[src/rtl/red_pitaya_na_sweeper.sv]
// Network-analyzer sweep initiator: per point writes the frequency, polls the
// IQ block until averaging completes, reads the I/Q sums and emits a result beat.
module red_pitaya_na_sweeper #(
    parameter logic [15:0] FREQ_ADDR   = 16'h0108,
    parameter logic [15:0] STAT_ADDR   = 16'h0140,
    parameter int unsigned POLL_GAP    = 8,
    parameter int unsigned ACK_TIMEOUT = 64
) (
    input  logic        clk_i,
    input  logic        rst_i,
    input  logic        start_i,
    input  logic        abort_i,
    input  logic [31:0] f_start_i,
    input  logic [31:0] f_step_i,
    input  logic [15:0] n_points_i,
    output logic        busy_o,
    output logic        done_o,
    output logic        err_o,
    output logic [15:0] addr_o,
    output logic        wen_o,
    output logic        ren_o,
    output logic [31:0] wdata_o,
    input  logic [31:0] rdata_i,
    input  logic        ack_i,
    output logic        res_valid_o,
    input  logic        res_ready_i,
    output logic [61:0] res_i_o,
    output logic [61:0] res_q_o,
    output logic [15:0] res_idx_o,
    output logic        res_last_o
);

    typedef enum logic [3:0] {
        S_IDLE, S_WRITE, S_POLL, S_GAP,
        S_RD0, S_RD1, S_RD2, S_RD3, S_PUSH
    } state_t;

    localparam logic [15:0] TMO_LAST = 16'(ACK_TIMEOUT - 1);
    localparam logic [15:0] GAP_LAST = 16'((POLL_GAP == 0) ? 0 : POLL_GAP - 1);

    state_t      state_q, state_d;
    logic        pend_q, pend_d;
    logic [15:0] tmo_q, tmo_d;
    logic [15:0] gap_q, gap_d;
    logic [31:0] freq_q, freq_d;
    logic [31:0] step_q, step_d;
    logic [15:0] n_q, n_d;
    logic [15:0] idx_q, idx_d;
    logic        err_q, err_d;
    logic        done_q, done_d;
    logic [61:0] res_i_q, res_i_d;
    logic [61:0] res_q_q, res_q_d;

    logic        bus_st;
    logic        bus_wr;
    logic [15:0] bus_addr;
    logic        acked;
    logic        last;

    assign last = (idx_q == n_q - 16'd1);

    always_comb begin
        state_d  = state_q;
        pend_d   = pend_q;
        tmo_d    = tmo_q;
        gap_d    = gap_q;
        freq_d   = freq_q;
        step_d   = step_q;
        n_d      = n_q;
        idx_d    = idx_q;
        err_d    = err_q;
        done_d   = 1'b0;
        res_i_d  = res_i_q;
        res_q_d  = res_q_q;
        bus_st   = 1'b0;
        bus_wr   = 1'b0;
        bus_addr = '0;

        unique case (state_q)
            S_WRITE: begin
                bus_st   = 1'b1;
                bus_wr   = 1'b1;
                bus_addr = FREQ_ADDR;
            end
            S_POLL, S_RD0: begin
                bus_st   = 1'b1;
                bus_addr = STAT_ADDR;
            end
            S_RD1: begin
                bus_st   = 1'b1;
                bus_addr = STAT_ADDR + 16'h4;
            end
            S_RD2: begin
                bus_st   = 1'b1;
                bus_addr = STAT_ADDR + 16'h8;
            end
            S_RD3: begin
                bus_st   = 1'b1;
                bus_addr = STAT_ADDR + 16'hC;
            end
            default: ;
        endcase

        // Strobe only on the first cycle of a bus state; address/data persist
        // for as long as the state does.
        wen_o   = bus_st && bus_wr && !pend_q;
        ren_o   = bus_st && !bus_wr && !pend_q;
        addr_o  = bus_addr;
        wdata_o = bus_wr ? freq_q : '0;
        acked   = bus_st && pend_q && ack_i;

        if (bus_st && !pend_q) begin
            pend_d = 1'b1;
            tmo_d  = '0;
        end else if (bus_st && !ack_i) begin
            tmo_d = tmo_q + 16'd1;
        end
        if (acked) pend_d = 1'b0;

        unique case (state_q)
            S_IDLE: begin
                if (start_i) begin
                    if (n_points_i == 16'd0) begin
                        done_d = 1'b1;
                    end else begin
                        freq_d  = f_start_i;
                        step_d  = f_step_i;
                        n_d     = n_points_i;
                        idx_d   = '0;
                        err_d   = 1'b0;
                        state_d = S_WRITE;
                    end
                end
            end
            S_WRITE: if (acked) state_d = S_POLL;
            S_POLL: begin
                if (acked) begin
                    if (!rdata_i[31]) begin
                        state_d = S_RD0;
                    end else if (POLL_GAP == 0) begin
                        state_d = S_POLL;
                    end else begin
                        state_d = S_GAP;
                        gap_d   = '0;
                    end
                end
            end
            S_GAP: begin
                gap_d = gap_q + 16'd1;
                if (gap_q == GAP_LAST) state_d = S_POLL;
            end
            S_RD0: if (acked) begin
                res_i_d[30:0] = rdata_i[30:0];
                state_d       = S_RD1;
            end
            S_RD1: if (acked) begin
                res_i_d[61:31] = rdata_i[30:0];
                state_d        = S_RD2;
            end
            S_RD2: if (acked) begin
                res_q_d[30:0] = rdata_i[30:0];
                state_d       = S_RD3;
            end
            S_RD3: if (acked) begin
                res_q_d[61:31] = rdata_i[30:0];
                state_d        = S_PUSH;
            end
            S_PUSH: begin
                if (res_ready_i) begin
                    idx_d  = idx_q + 16'd1;
                    freq_d = freq_q + step_q;
                    if (last) begin
                        done_d  = 1'b1;
                        state_d = S_IDLE;
                    end else begin
                        state_d = S_WRITE;
                    end
                end
            end
            default: state_d = S_IDLE;
        endcase

        if (bus_st && pend_q && !ack_i && tmo_q == TMO_LAST) begin
            state_d = S_IDLE;
            pend_d  = 1'b0;
            err_d   = 1'b1;
        end

        // Abort wins over start, ack and timeout; the error flag is left alone.
        if (abort_i) begin
            state_d = S_IDLE;
            pend_d  = 1'b0;
            err_d   = err_q;
            done_d  = 1'b0;
        end
    end

    always_ff @(posedge clk_i) begin
        if (rst_i) begin
            state_q <= S_IDLE;
            pend_q  <= 1'b0;
            tmo_q   <= '0;
            gap_q   <= '0;
            freq_q  <= '0;
            step_q  <= '0;
            n_q     <= '0;
            idx_q   <= '0;
            err_q   <= 1'b0;
            done_q  <= 1'b0;
            res_i_q <= '0;
            res_q_q <= '0;
        end else begin
            state_q <= state_d;
            pend_q  <= pend_d;
            tmo_q   <= tmo_d;
            gap_q   <= gap_d;
            freq_q  <= freq_d;
            step_q  <= step_d;
            n_q     <= n_d;
            idx_q   <= idx_d;
            err_q   <= err_d;
            done_q  <= done_d;
            res_i_q <= res_i_d;
            res_q_q <= res_q_d;
        end
    end

    assign busy_o      = (state_q != S_IDLE);
    assign done_o      = done_q;
    assign err_o       = err_q;
    assign res_valid_o = (state_q == S_PUSH);
    assign res_last_o  = (state_q == S_PUSH) && last;
    assign res_idx_o   = idx_q;
    assign res_i_o     = res_i_q;
    assign res_q_o     = res_q_q;

endmodule
[config.mk]
export PLATFORM = sky130hd
export DESIGN_NAME = red_pitaya_na_sweeper
export DESIGN_NICKNAME = d
export VERILOG_FILES = /design/src/rtl/red_pitaya_na_sweeper.sv
export SDC_FILE = /design/constraint.sdc
export NUM_CORES = 1
export LEC_CHECK = 0
export ABC_AREA = 1
export ABC_CLOCK_PERIOD_IN_PS = 3100
export CORE_ASPECT_RATIO = 0.5
export CORE_MARGIN = 4
export CORE_UTILIZATION = 46
export CTS_BUF_LIST = sky130_fd_sc_hd__clkbuf_4
export CTS_CLUSTER_SIZE = 16
export DETAILED_ROUTE_END_ITERATION = 6
export PLACE_DENSITY = 0.74
export SYNTH_ARGS = -nofsm -noshare
export SYNTH_HDL_FRONTEND = slang
export SYNTH_SLANG_ARGS = --single-unit
[constraint.sdc]
create_clock -name clk_i -period 3.1 [get_ports clk_i]
set_clock_uncertainty 0.05 [all_clocks]
set_input_delay 0.465 -clock clk_i [delete_from_list [all_inputs] [get_ports clk_i]]
set_output_delay 0.465 -clock clk_i [all_outputs]
set_load 0.01 [all_outputs]
==> key figures <==
Outcome
  • Status: finished, final reports clean

Critical path
  • CP startpoint kind: register
  • Worst-path fanout max: 4
  • Data required, critical path: 2580 ps
  • WS Path Type: reg2out
  • CP Capture Type: output port
  • CP max stage delay: 320 ps
  • Crit-path slowest cell: dfxtp_1
  • Worst path arrival time: 2510 ps
  • Most common cell on crit path: nand2_1
  • Worst r2r path cells: 14
  • Worst path cell trace: inv_2, ha_4, inv_1, nor2_1, nand2_1, nor2_2, nand3_1, nand2_1, nand2_1, inv_1, nand2_1, nor2_1, nand3_2, nor2_4, buf_6

Synthesis
  • Number of enable flip-flop cells after synthesis: 0
  • Avg Inst Size Synth: 6.83 sq um
  • Seq/Total Area, Yosys: 38.3%
  • Synth cell types: 49
  • Synth Instances: 1,981
  • Ys async rst share: 0%
  • Synth top area share: between 30% and 40%
  • Synthesized flop and latch total: 259
  • Yosys warns: 0
  • Leading area contributor after synthesis: dfxtp_1
  • Most used DFF post-synth: dfxtp_1
  • Synth area leaders: dfxtp_1 (38%), nand2_1 (13%), a21oi_1 (10%), nand3_1 (7.6%), inv_1 (5.2%)
  • Post-synthesis cell area: 13,500 sq um

Place
  • Routability Congestion: between 0.9 and 1
  • Dpl cell area: between 15,000 and 20,000 sq um
  • Post-place setup slack: 178 ps
  • HPWL after DPL: ~32,000 um
  • IO Port Bufs: 300

Timing
  • WHS: 247 ps
  • RSZ-0062 raised after global routing: yes
  • Final setup margin: 73.5 ps
  • Achievable frequency: 330 MHz
  • Final worst path period share: 97.6%
  • Final setup vio count: 0
  • Final Hold Fails: 0
  • TNS Setup: 0 ps
  • Slew Viols, Final: 0
  • Worst-margin pin slew: 1130 ps
  • Slew Limit Headroom: 24.6%
  • Fin crit period: 3030 ps

GRT
  • Vias in the first global route: 13,400
  • GRT Residual Overflow: 0
  • Global router's overall resource usage: between 20% and 30%
  • First-pass GRT wire length: between 70,000 and 80,000 um
  • Largest net degree at the start of global routing: 101
  • Initial antenna violation count: 2

Power
  • Switching share of power: a little under a third
  • Seq pwr share: approximately 47%
  • Comb pwr share: 15.6%
  • Clk pwr share: 37.5%
  • Internal power: 0.00521 W
  • Tot Pwr: 0.00746 W
  • Switch Pwr: 0.00225 W
  • Worst vdd rail ir drop: 0.310 mV
  • Lkg Pwr: 6.92 nW
  • PwrDens: 422 nW/um^2

Final layout
  • Register area: 5190 sq um
  • Area of the multi-input gates: 7160 sq um
  • Area growth, synth to finish: 30.8%
  • Filler cells: 2,779
  • Layout cells sized above 1: a little under 8%
  • Post-route cell area: 17,700 sq um
  • Final net count: 2,440

Flow run
  • Max Cap Viol: 0

Detailed routing
  • DR DRC count: 0
  • Drt total wl: 44,900 um
  • DRT iter0 DRCs: 840
  • 1st-pass router iterations: 5
  • Vias: 14,300
  • Via density per instance: roughly 5.2
  • DRT antenna net count: 0
  • WL per Instance: 16.5 um

Die
  • Die H: 129 um
  • Core Footprint: approximately 29,000 sq um
  • Std-Cell Rows: 44
  • Die width: 250 um
  • Initial Utilization: 46.7%
  • Die footprint: 32,400 sq um
  • Io pins: 313

CTS
  • Clk root buf: clkbuf_4
  • Clock latency on the worst-skew pair: 740 ps
  • Clock buffer count from CTS: slightly above 60
  • Worst-path clk slew: 70 ps
  • TritonCTS clock tree: built
  • H-tree levels: 2
  • Clock tree buffer depth: 3
  • Sink Count: between 200 and 300
  • # hold bufs at CTS: 0

Worst hold path
  • Hold depth: 3
  • Hold WC Path Type: in2reg
## flip-flops by register name (all words and copies together), names as in the netlist
signal / count
res_q_o: 62
gap_q: 16
err_o: 1
state_q: 4
res_idx_o: 16
freq_q: 32
step_q: 32
tmo_q: 16
res_i_o: 62
done_o: 1
n_q: 16
pend_q: 1
## placed cells by master (no fill, tap or decap), types with 34 or more instances in the layout
cell type        count
dfxtp_1            256
nand2_1            477
clkbuf_4            81
a21oi_1            273
nor2_1             155
clkdlybuf4s50_1    282
o21ai_0             88
nand3_1            204
inv_1              185
ha_1                34
## cells by family after synthesis
| logic type | after synthesis | share of synthesized area, % |
|---|---|---|
| compound gates | 411 | 16.1 |
| xor+xnor | 41 | 2.76 |
| fa+ha+maj | 36 | 3.39 |
| buf+inv | 300 | 9.42 |
| flops | 259 | 38.3 |
| other cells | 1 | 0.0277 |
| simple gates | 933 | 30.0 |
## cell usage after synthesis (3+ instances only)
| library cell | instances |
|---|---|
| a211oi_1 | 4 |
| a21o_1 | 6 |
| a21oi_1 | 273 |
| a31oi_1 | 4 |
| buf_1 | 3 |
| buf_2 | 32 |
| buf_4 | 24 |
| clkbuf_1 | 42 |
| dfxtp_1 | 259 |
| ha_1 | 35 |
| inv_1 | 187 |
| inv_2 | 8 |
| nand2_1 | 478 |
| nand2_2 | 7 |
| nand2_4 | 3 |
| nand3_1 | 206 |
| nand3b_1 | 4 |
| nand4_1 | 18 |
| nor2_1 | 159 |
| nor3_1 | 24 |
| nor3_2 | 4 |
| nor3b_1 | 3 |
| nor4_1 | 11 |
| o211ai_1 | 10 |
| o21a_1 | 4 |
| o21ai_0 | 88 |
| o21ai_1 | 4 |
| o21bai_1 | 7 |
| o31ai_1 | 3 |
| or2_2 | 9 |
| xnor2_1 | 19 |
| xor2_1 | 21 |
## final timing paths
path	to	slack, ps	from
setup / recovery	res_last_o	70	n_q[1]$_SDFFE_PP0P_
hold / removal	step_q[22]$_SDFFE_PP0P_	250	f_step_i[22]
setup reg to reg	res_i_o[29]$_SDFFE_PP0P_	520	state_q[3]$_SDFFE_PP0P_
hold reg to reg	res_q_o[40]$_SDFFE_PP0P_	400	res_q_o[40]$_SDFFE_PP0P_
## worst max-delay path: cells and delay by family (launching register included)
| kind | cells | cell delay, ps |
|---|---|---|
| DFF | 1 | 320 |
| buffers and inverters | 4 | 310 |
| and+or+nand+nor | 10 | 970 |
| adders and majority gates | 1 | 150 |
## through the flow
step                      instances  utilization (%)
after global placement         2603             57.9
after CTS                      2714             60.6
after detailed placement       2603             57.9
final                          2725             61.1
after floorplan                1992                -
after global routing           2725             61.1
## timing repair
item                       in CTS  in global routing
buffers inserted                2                  9
setup endpoints to repair      29                 12
pin swaps                       3                  6
gates resized for setup        25                 16
gates cloned                    0                  0
## area by class of cell
cell class	instances	area share, %
Clock buffer	81	3.44
Tap cell	391	2.77
Clock inverter	28	0.877
Timing Repair Buffer	334	18.8
Sequential cell	259	29.3
Inverter	197	4.25
Multi-Input combinational cell	1433	40.5
Antenna cell	2	0.0283
## per-layer routing
metal / up-vias / track usage, % / routed length (um) / share of wire, %
li1: 7134 / - / - / -
met1: 6591 / 33.6 / 19500 / 43
met2: 456 / 45.5 / 21300 / 48
met3: 83 / 5.88 / 2930 / 6.5
met4: 2 / 7.66 / 1140 / 2.5
met5: - / 0 / 11 / 0.025
## power by group through the flow
| stage | Combinational (W) | Sequential [W] | Clock [W] |
|---|---|---|---|
| 5_1_grt | 0.00129 | 0.00351 | 0.00307 |
| 2_1_floorplan | 0.000732 | 0.00355 | 0 |
| 4_1_cts | 0.00114 | 0.00350 | 0.00286 |
| 3_5_place_dp | 0.00112 | 0.00357 | 0 |
| 3_3_place_gp | 0.00112 | 0.00357 | 0 |
| 6_report | 0.00116 | 0.00350 | 0.00279 |
Power figures use the tool's default switching activity.
